## config.mk

```make
export PLATFORM = sky130hd
export DESIGN_NAME = pipe_stage_reg
export DESIGN_NICKNAME = d
export VERILOG_FILES = /design/src/rtl/pipe_stage_reg.sv
export SDC_FILE = /design/constraint.sdc
export NUM_CORES = 1
export LEC_CHECK = 0
export BUFFER_PORTS_ARGS = -buffer_cell sky130_fd_sc_hd__buf_2
export CORE_AREA = 2 2 128 130
export DETAILED_ROUTE_END_ITERATION = 8
export DIE_AREA = 0 0 130 132
export GPL_ROUTABILITY_DRIVEN = 1
export PLACE_DENSITY = 0.74
export SYNTH_ARGS = -nofsm -noshare
export SYNTH_HDL_FRONTEND = slang
export SYNTH_SLANG_ARGS = --single-unit
```

## constraint.sdc

```tcl
create_clock -name clk -period 2.5 [get_ports clk]
set_clock_uncertainty 0.15 [all_clocks]
set_input_delay 0.125 -clock clk [delete_from_list [all_inputs] [get_ports clk]]
set_output_delay 0.125 -clock clk [all_outputs]
set_load 0.05 [all_outputs]
```

## src/rtl/pipe_stage_reg.sv

```systemverilog
// -----------------------------------------------------------------------------
// pipe_stage_reg
//   Generic Y86-64 inter-stage pipeline register (F->D, D->E, E->M, M->W).
//   Captures the instruction fields and status code every rising edge, under
//   control of stall (hold) and bubble (insert a nop). It also tracks whether
//   the slot carries a real instruction, keeps saturating counts of stall
//   cycles and injected bubbles, and raises a sticky error when stall and
//   bubble arrive together.
//
// Ports
//   clk, rst             rising-edge clock, synchronous active-high reset
//   stall, bubble        pipeline control from the hazard unit
//   in_stat..in_valP     upstream instruction fields
//   out_stat..out_valP   registered instruction fields (1-cycle latency)
//   out_valid            1 = slot holds a real instruction, 0 = bubble
//   stall_cnt            stalled cycles, saturating
//   bubble_cnt           injected bubbles, saturating
//   ctl_err              sticky flag: stall and bubble seen together
// -----------------------------------------------------------------------------
module pipe_stage_reg #(
  parameter int                WORD_W       = 64,
  parameter int                NIB_W        = 4,
  parameter int                STAT_W       = 3,
  parameter int                CNT_W        = 16,
  parameter logic [NIB_W-1:0]  BUBBLE_ICODE = 'h1,
  parameter logic [NIB_W-1:0]  RNONE        = 'hF,
  parameter logic [STAT_W-1:0] STAT_AOK     = 'd1
) (
  input  logic              clk,
  input  logic              rst,
  input  logic              stall,
  input  logic              bubble,
  input  logic [STAT_W-1:0] in_stat,
  input  logic [NIB_W-1:0]  in_icode,
  input  logic [NIB_W-1:0]  in_ifun,
  input  logic [NIB_W-1:0]  in_rA,
  input  logic [NIB_W-1:0]  in_rB,
  input  logic [WORD_W-1:0] in_valC,
  input  logic [WORD_W-1:0] in_valP,
  output logic [STAT_W-1:0] out_stat,
  output logic [NIB_W-1:0]  out_icode,
  output logic [NIB_W-1:0]  out_ifun,
  output logic [NIB_W-1:0]  out_rA,
  output logic [NIB_W-1:0]  out_rB,
  output logic [WORD_W-1:0] out_valC,
  output logic [WORD_W-1:0] out_valP,
  output logic              out_valid,
  output logic [CNT_W-1:0]  stall_cnt,
  output logic [CNT_W-1:0]  bubble_cnt,
  output logic              ctl_err
);

  // Increment that sticks at all-ones instead of wrapping.
  function automatic logic [CNT_W-1:0] sat_inc(input logic [CNT_W-1:0] v);
    return (&v) ? v : v + CNT_W'(1);
  endfunction

  logic [STAT_W-1:0] stat_p1;
  logic [NIB_W-1:0]  icode_p1;
  logic [NIB_W-1:0]  ifun_p1;
  logic [NIB_W-1:0]  ra_p1;
  logic [NIB_W-1:0]  rb_p1;
  logic [WORD_W-1:0] valc_p1;
  logic [WORD_W-1:0] valp_p1;
  logic              vld_p1;
  logic [CNT_W-1:0]  stall_cnt_p1;
  logic [CNT_W-1:0]  bubble_cnt_p1;
  logic              ctl_err_p1;

  // ---- stage boundary: upstream inputs -> registered slot (_p1) ----
  // Reset and bubble both leave the slot holding an INOP, so the downstream
  // stage sees a harmless instruction either way. Stall outranks bubble, which
  // is why the illegal stall+bubble case simply holds and flags the error.
  always_ff @(posedge clk) begin
    if (rst) begin
      stat_p1       <= STAT_AOK;
      icode_p1      <= BUBBLE_ICODE;
      ifun_p1       <= '0;
      ra_p1         <= RNONE;
      rb_p1         <= RNONE;
      valc_p1       <= '0;
      valp_p1       <= '0;
      vld_p1        <= 1'b0;
      stall_cnt_p1  <= '0;
      bubble_cnt_p1 <= '0;
      ctl_err_p1    <= 1'b0;
    end else if (stall) begin
      stall_cnt_p1 <= sat_inc(stall_cnt_p1);
      if (bubble) begin
        ctl_err_p1 <= 1'b1;
      end
    end else if (bubble) begin
      stat_p1       <= STAT_AOK;
      icode_p1      <= BUBBLE_ICODE;
      ifun_p1       <= '0;
      ra_p1         <= RNONE;
      rb_p1         <= RNONE;
      valc_p1       <= '0;
      valp_p1       <= '0;
      vld_p1        <= 1'b0;
      bubble_cnt_p1 <= sat_inc(bubble_cnt_p1);
    end else begin
      stat_p1  <= in_stat;
      icode_p1 <= in_icode;
      ifun_p1  <= in_ifun;
      ra_p1    <= in_rA;
      rb_p1    <= in_rB;
      valc_p1  <= in_valC;
      valp_p1  <= in_valP;
      vld_p1   <= 1'b1;
    end
  end

  assign out_stat   = stat_p1;
  assign out_icode  = icode_p1;
  assign out_ifun   = ifun_p1;
  assign out_rA     = ra_p1;
  assign out_rB     = rb_p1;
  assign out_valC   = valc_p1;
  assign out_valP   = valp_p1;
  assign out_valid  = vld_p1;
  assign stall_cnt  = stall_cnt_p1;
  assign bubble_cnt = bubble_cnt_p1;
  assign ctl_err    = ctl_err_p1;

endmodule

```

# Word level (Yosys, flattened, before mapping)
# Index checks and enable logic that the tools add are counted.
# Widths: inputs -> output; s select.
# classes
add_sub_neg,2
n_mux,8
n_bitwise,3
n_reduce_logical,5
# ops
op,n
$mux 64,2
$add 16x1->16 const B,2
$reduce_and 16->1,2
$mux 4,4
$reduce_and 2->1,2
$mux 3,1
$not 1->1,3
$reduce_and 3->1,1
$mux 1,1
# totals
regBits,181
input_bits,151
out_inout_bits,181
elab_cells,29

# Logic depth before layout (Yosys ltp)
# logic_depth
word_depth,3
mapped_depth,6

# Worst setup path after synthesis
# No wires, ideal clock.
# synth_timing
path_kind,register to register
from,"register bubble_cnt_p1[9], in the netlist bubble_cnt[9]"
to,"register bubble_cnt_p1[15], in the netlist bubble_cnt[15]"
setup_time_ns,0.121
stages_incl_launch_ff,5
setup_slack_ns,0.148
arrival_ns,2.082
synth_period_minus_slack_ns,2.352
path_cell_list,dfxtp_1 -> nand4_1 -> or2_0 -> a2111oi_0 -> mux2_2
# synth_between
elab_chain_cells,3
elab_cells_between_ends,4
# synth_lines
item,line,source
from (decl),67,logic [CNT_W-1:0] bubble_cnt_p1;
from (signal assigned),101,bubble_cnt_p1 <= sat_inc(bubble_cnt_p1);
branches (longest 3 deep; another with $add 16x1->16),--,
# Parallel ways; which one is timed is not known.
# A chain may end at the register's enable or synchronous reset.

# Worst setup path in the final report
# layout_timing
from,input port bubble
to,"register valc_p1[59], in the netlist out_valC[59]"
# layout_between
elab_chain_cells,1
# layout_lines
item,line,source
from (decl),32,"input logic bubble,"
$mux 64,92,end else if (bubble) begin
to (signal assigned),108,valc_p1 <= in_valC;
to (decl),63,logic [WORD_W-1:0] valc_p1;
# Every way passes these cells.

==> impl_results.md <==
- Clock-pin slew on the worst setup and hold paths: approximately 0.070 ns
- Worst Hold Slack: slightly below 0.06 ns
- Final Hold Vio Count: 0
- Clock tree buffer depth: 2
- Post-synth top area share: between 50 and 60%
- Kind of launch point of the worst setup path: input port
- Hold Crit Start: stall
- Clock Sink Count: between 150 and 200
- Fraction of layout cells with a size suffix above 1: around a third
- Std-Cell Rows: 46
- Tcrit/Tclk final: 88.0%
- Slew Limit Fails: 0
- Post-CTS Setup Bufs: 0
- Status: finished, final reports clean
- DR iter-0 viols: ~480
- Hold Crit Endpoint: stall_cnt[1]
- Critical path class: in2reg
- CTS tree: built
- Largest net degree at the start of global routing: 134
- Critical path depth: 7
- Die area: approximately 0.017 mm2
- Initial antenna violation count: 0
- Fin crit period: 2.20 ns
- Number of H-tree levels: 4
- Vias: between 7k and 8k
- PwrDens: approximately 660 mW/mm2
- FILL cells: ~1.1k
- WHS Path Cells: 4
- FF-to-FF path depth: 5
- Netlist cell types: 43
- Total of max-cap violations: 0
- Most common cell after layout, fill and taps aside: buf_2
- Syn Std Cell Area: ~0.0066 mm2
- Syn. warnings: 0
- Cell family with most CP delay: buffers and inverters
- Max VDD drop: between 0.4 and 0.5 mV
- Area leader, netlist: dfxtp_1
- Placed Cells: around 1.2k
- Area growth, synth to finish: 61.4%
- Most frequent cells in the layout: buf_2, dfxtp_1, dlygate4sd3_1
- Final RePlAce weighted congestion: 0.836
- Syn_nets: about 860
- First-pass GRT wire length: between 30,000 and 40,000 um
- IO Pins: around 330
- Worst skew pair latency: ~0.42 ns
- Post-DP HPWL: approximately 14,000 um
- Cell Chain, Critical Path: dlygate4sd3_1 > buf_2 > nor2_4 > a22oi_1 > dlygate4sd3_1 > nor2_1 > dlygate4sd3_1
- Routed WL: around 24,000 um
- Vias in the first global route: between 7k and 8k
- Cell seen most often among critical-path stages: dlygate4sd3_1
- Slowest stage delay, CP: between 0.5 and 0.6 ns
- Post-synthesis sequential area ratio: 54.8%
- Ant. Diodes: 0
- Initial Util: 42.1%
- WP data arrival: around 2.4 ns
- GRT Util Overall: a little over a quarter
- Relative slew slack: 50.8%
- WL/cell: roughly 17 um
- Final worst setup slack: about 0.3 ns
- Hold WC Path Type: in2reg
- Worst reg2reg startpoint: bubble_cnt[0]
- Post-Route Setup TNS: 0 ns
- Post-layout instance area: approximately 0.011 mm2
- Final setup fails: 0
- Syn Inst Count: roughly 700
- Data required, critical path: between 2 and 3 ns
- Antenna Nets Post-Route: 0
- Place WS: between 0.3 and 0.4 ns
- Die Y-Extent: between 100 and 150 um
- FF+latch count, synth: approximately 180
- Root buffer cell: clkbuf_16
- Placed Instance Area: approximately 0.0084 mm2
- Highest clock rate: between 0.4 and 0.5 GHz
- TritonCTS buffer count: 17
- RSZ-0062 raised after global routing: false
- Port buffer count: 331
- Worst Setup End Kind: flop
- Tightest Pin Transition: 0.738 ns
- Drt pass-1 iters: 5
- Non-filler instance count after layout: ~1.4k
- Reg-to-reg endpoint: bubble_cnt[15]
- Pleak: approximately 4.9 nW
- Nets: about 1.3k
- Via/cell ratio: ~5.3
- R2r setup slk: ~0.35 ns
- Largest cells by area after synthesis: dfxtp_1, a22oi_1, nor2_1
- GR Overflow Total: 0
- Die X: ~130 um
- Worst path bufs/invs: 4
- Worst-path fanout max: 6
- Mapped Avg Cell Area: 9.36 um2
- Core area: 0.0157 mm2
- DR DRC count: 0
- Slowest-stage cell, CP: dlygate4sd3_1
## per-layer routing
layer | global-route usage [%] | routed length, um | vias to the layer above
met5 | 0 | 0 | -
met4 | 17.1 | 1540 | 0
met3 | 7.47 | 1760 | 103
met2 | 45.2 | 11600 | 371
met1 | 30.2 | 9120 | 3444
li1 | - | - | 3472
## metrics by stage
stage,total power [mW],utilization [%]
floorplan,3.68,-
global placement,3.95,53.5
detailed placement,3.96,53.5
CTS,6.98,67.9
global route,7.22,67.9
finish,6.99,67.9
## where the power goes
part	total, mW	switching (mW)	leakage, nW	internal [mW]
clock network	2.86	1.22	0.309	1.64
logic	1.10	0.680	3.07	0.418
registers	3.04	0.0590	1.47	2.98
total	6.99	1.96	4.86	5.04
## Yosys cell counts (all sizes together)
cell     number
or4           8
a211oi        3
o31ai         7
or4b          2
nor3          9
a22oi       136
inv           7
o21ai         5
and4          2
a31oi         3
and4b         1
nand3        12
nand2b       14
a2111oi       1
dfxtp       181
or2           4
and2          1
o2111a        1
nand2         6
ha            2
nor2        158
nor3b         2
mux2i         2
nand4        15
o21bai        1
nor4          5
or3           3
mux2          9
buf          10
and3          1
clkbuf       49
nor2b         9
a21oi        24
o22ai        10
o21a          1
o41ai         2
## timing repair
| action | CTS | global route |
|---|---|---|
| hold buffers | 162 | 0 |
| gates resized for setup | 0 | 0 |
| endpoints found under the hold margin | 160 | 0 |
## worst max-delay path by stage
stage / end / from / slack, ns
floorplan: bubble_cnt[15] / bubble_cnt[9] / 0.15
global placement: bubble_cnt[15] / bubble_cnt[0] / 0.43
detailed placement: bubble_cnt[15] / bubble_cnt[0] / 0.40
CTS: out_valC[63] / bubble / 0.35
global route: bubble_cnt[15] / bubble_cnt[0] / 0.18
finish: out_valC[59] / bubble / 0.30
## logic make-up after synthesis
group                    synth area share, %
adder cells (fa/ha/maj)                0.379
multiplexers                            1.84
buffers and inverters                   3.88
AO/OA/AOI/OAI                           20.8
flip-flops                              54.8
AND/OR/NAND/NOR                         18.3
## registers in the layout, summed over array words and instances (netlist names)
register    cells
out_valC       64
out_icode       4
ctl_err         1
out_valid       1
out_valP       64
out_stat        3
out_rA          4
out_rB          4
bubble_cnt     16
stall_cnt      16
out_ifun        4
## area by class of cell
type / count / area (um2) / share of cell area (%)
Clock inverter: 14 / 191 / 1.80
Multi-Input combinational cell: 459 / 2740 / 25.7
Sequential cell: 181 / 3620 / 34.0
Clock buffer: 18 / 439 / 4.12
Timing Repair Buffer: 500 / 3380 / 31.7
Inverter: 7 / 26.3 / 0.246
Tap cell: 216 / 270 / 2.53
## worst min-delay path: cells and delay by family
kind | cells | cell delay, ns
buf+inv | 2 | 0.26
compound gates | 1 | 0.08
mux | 1 | 0.12
(Power assumes the default switching activity.)
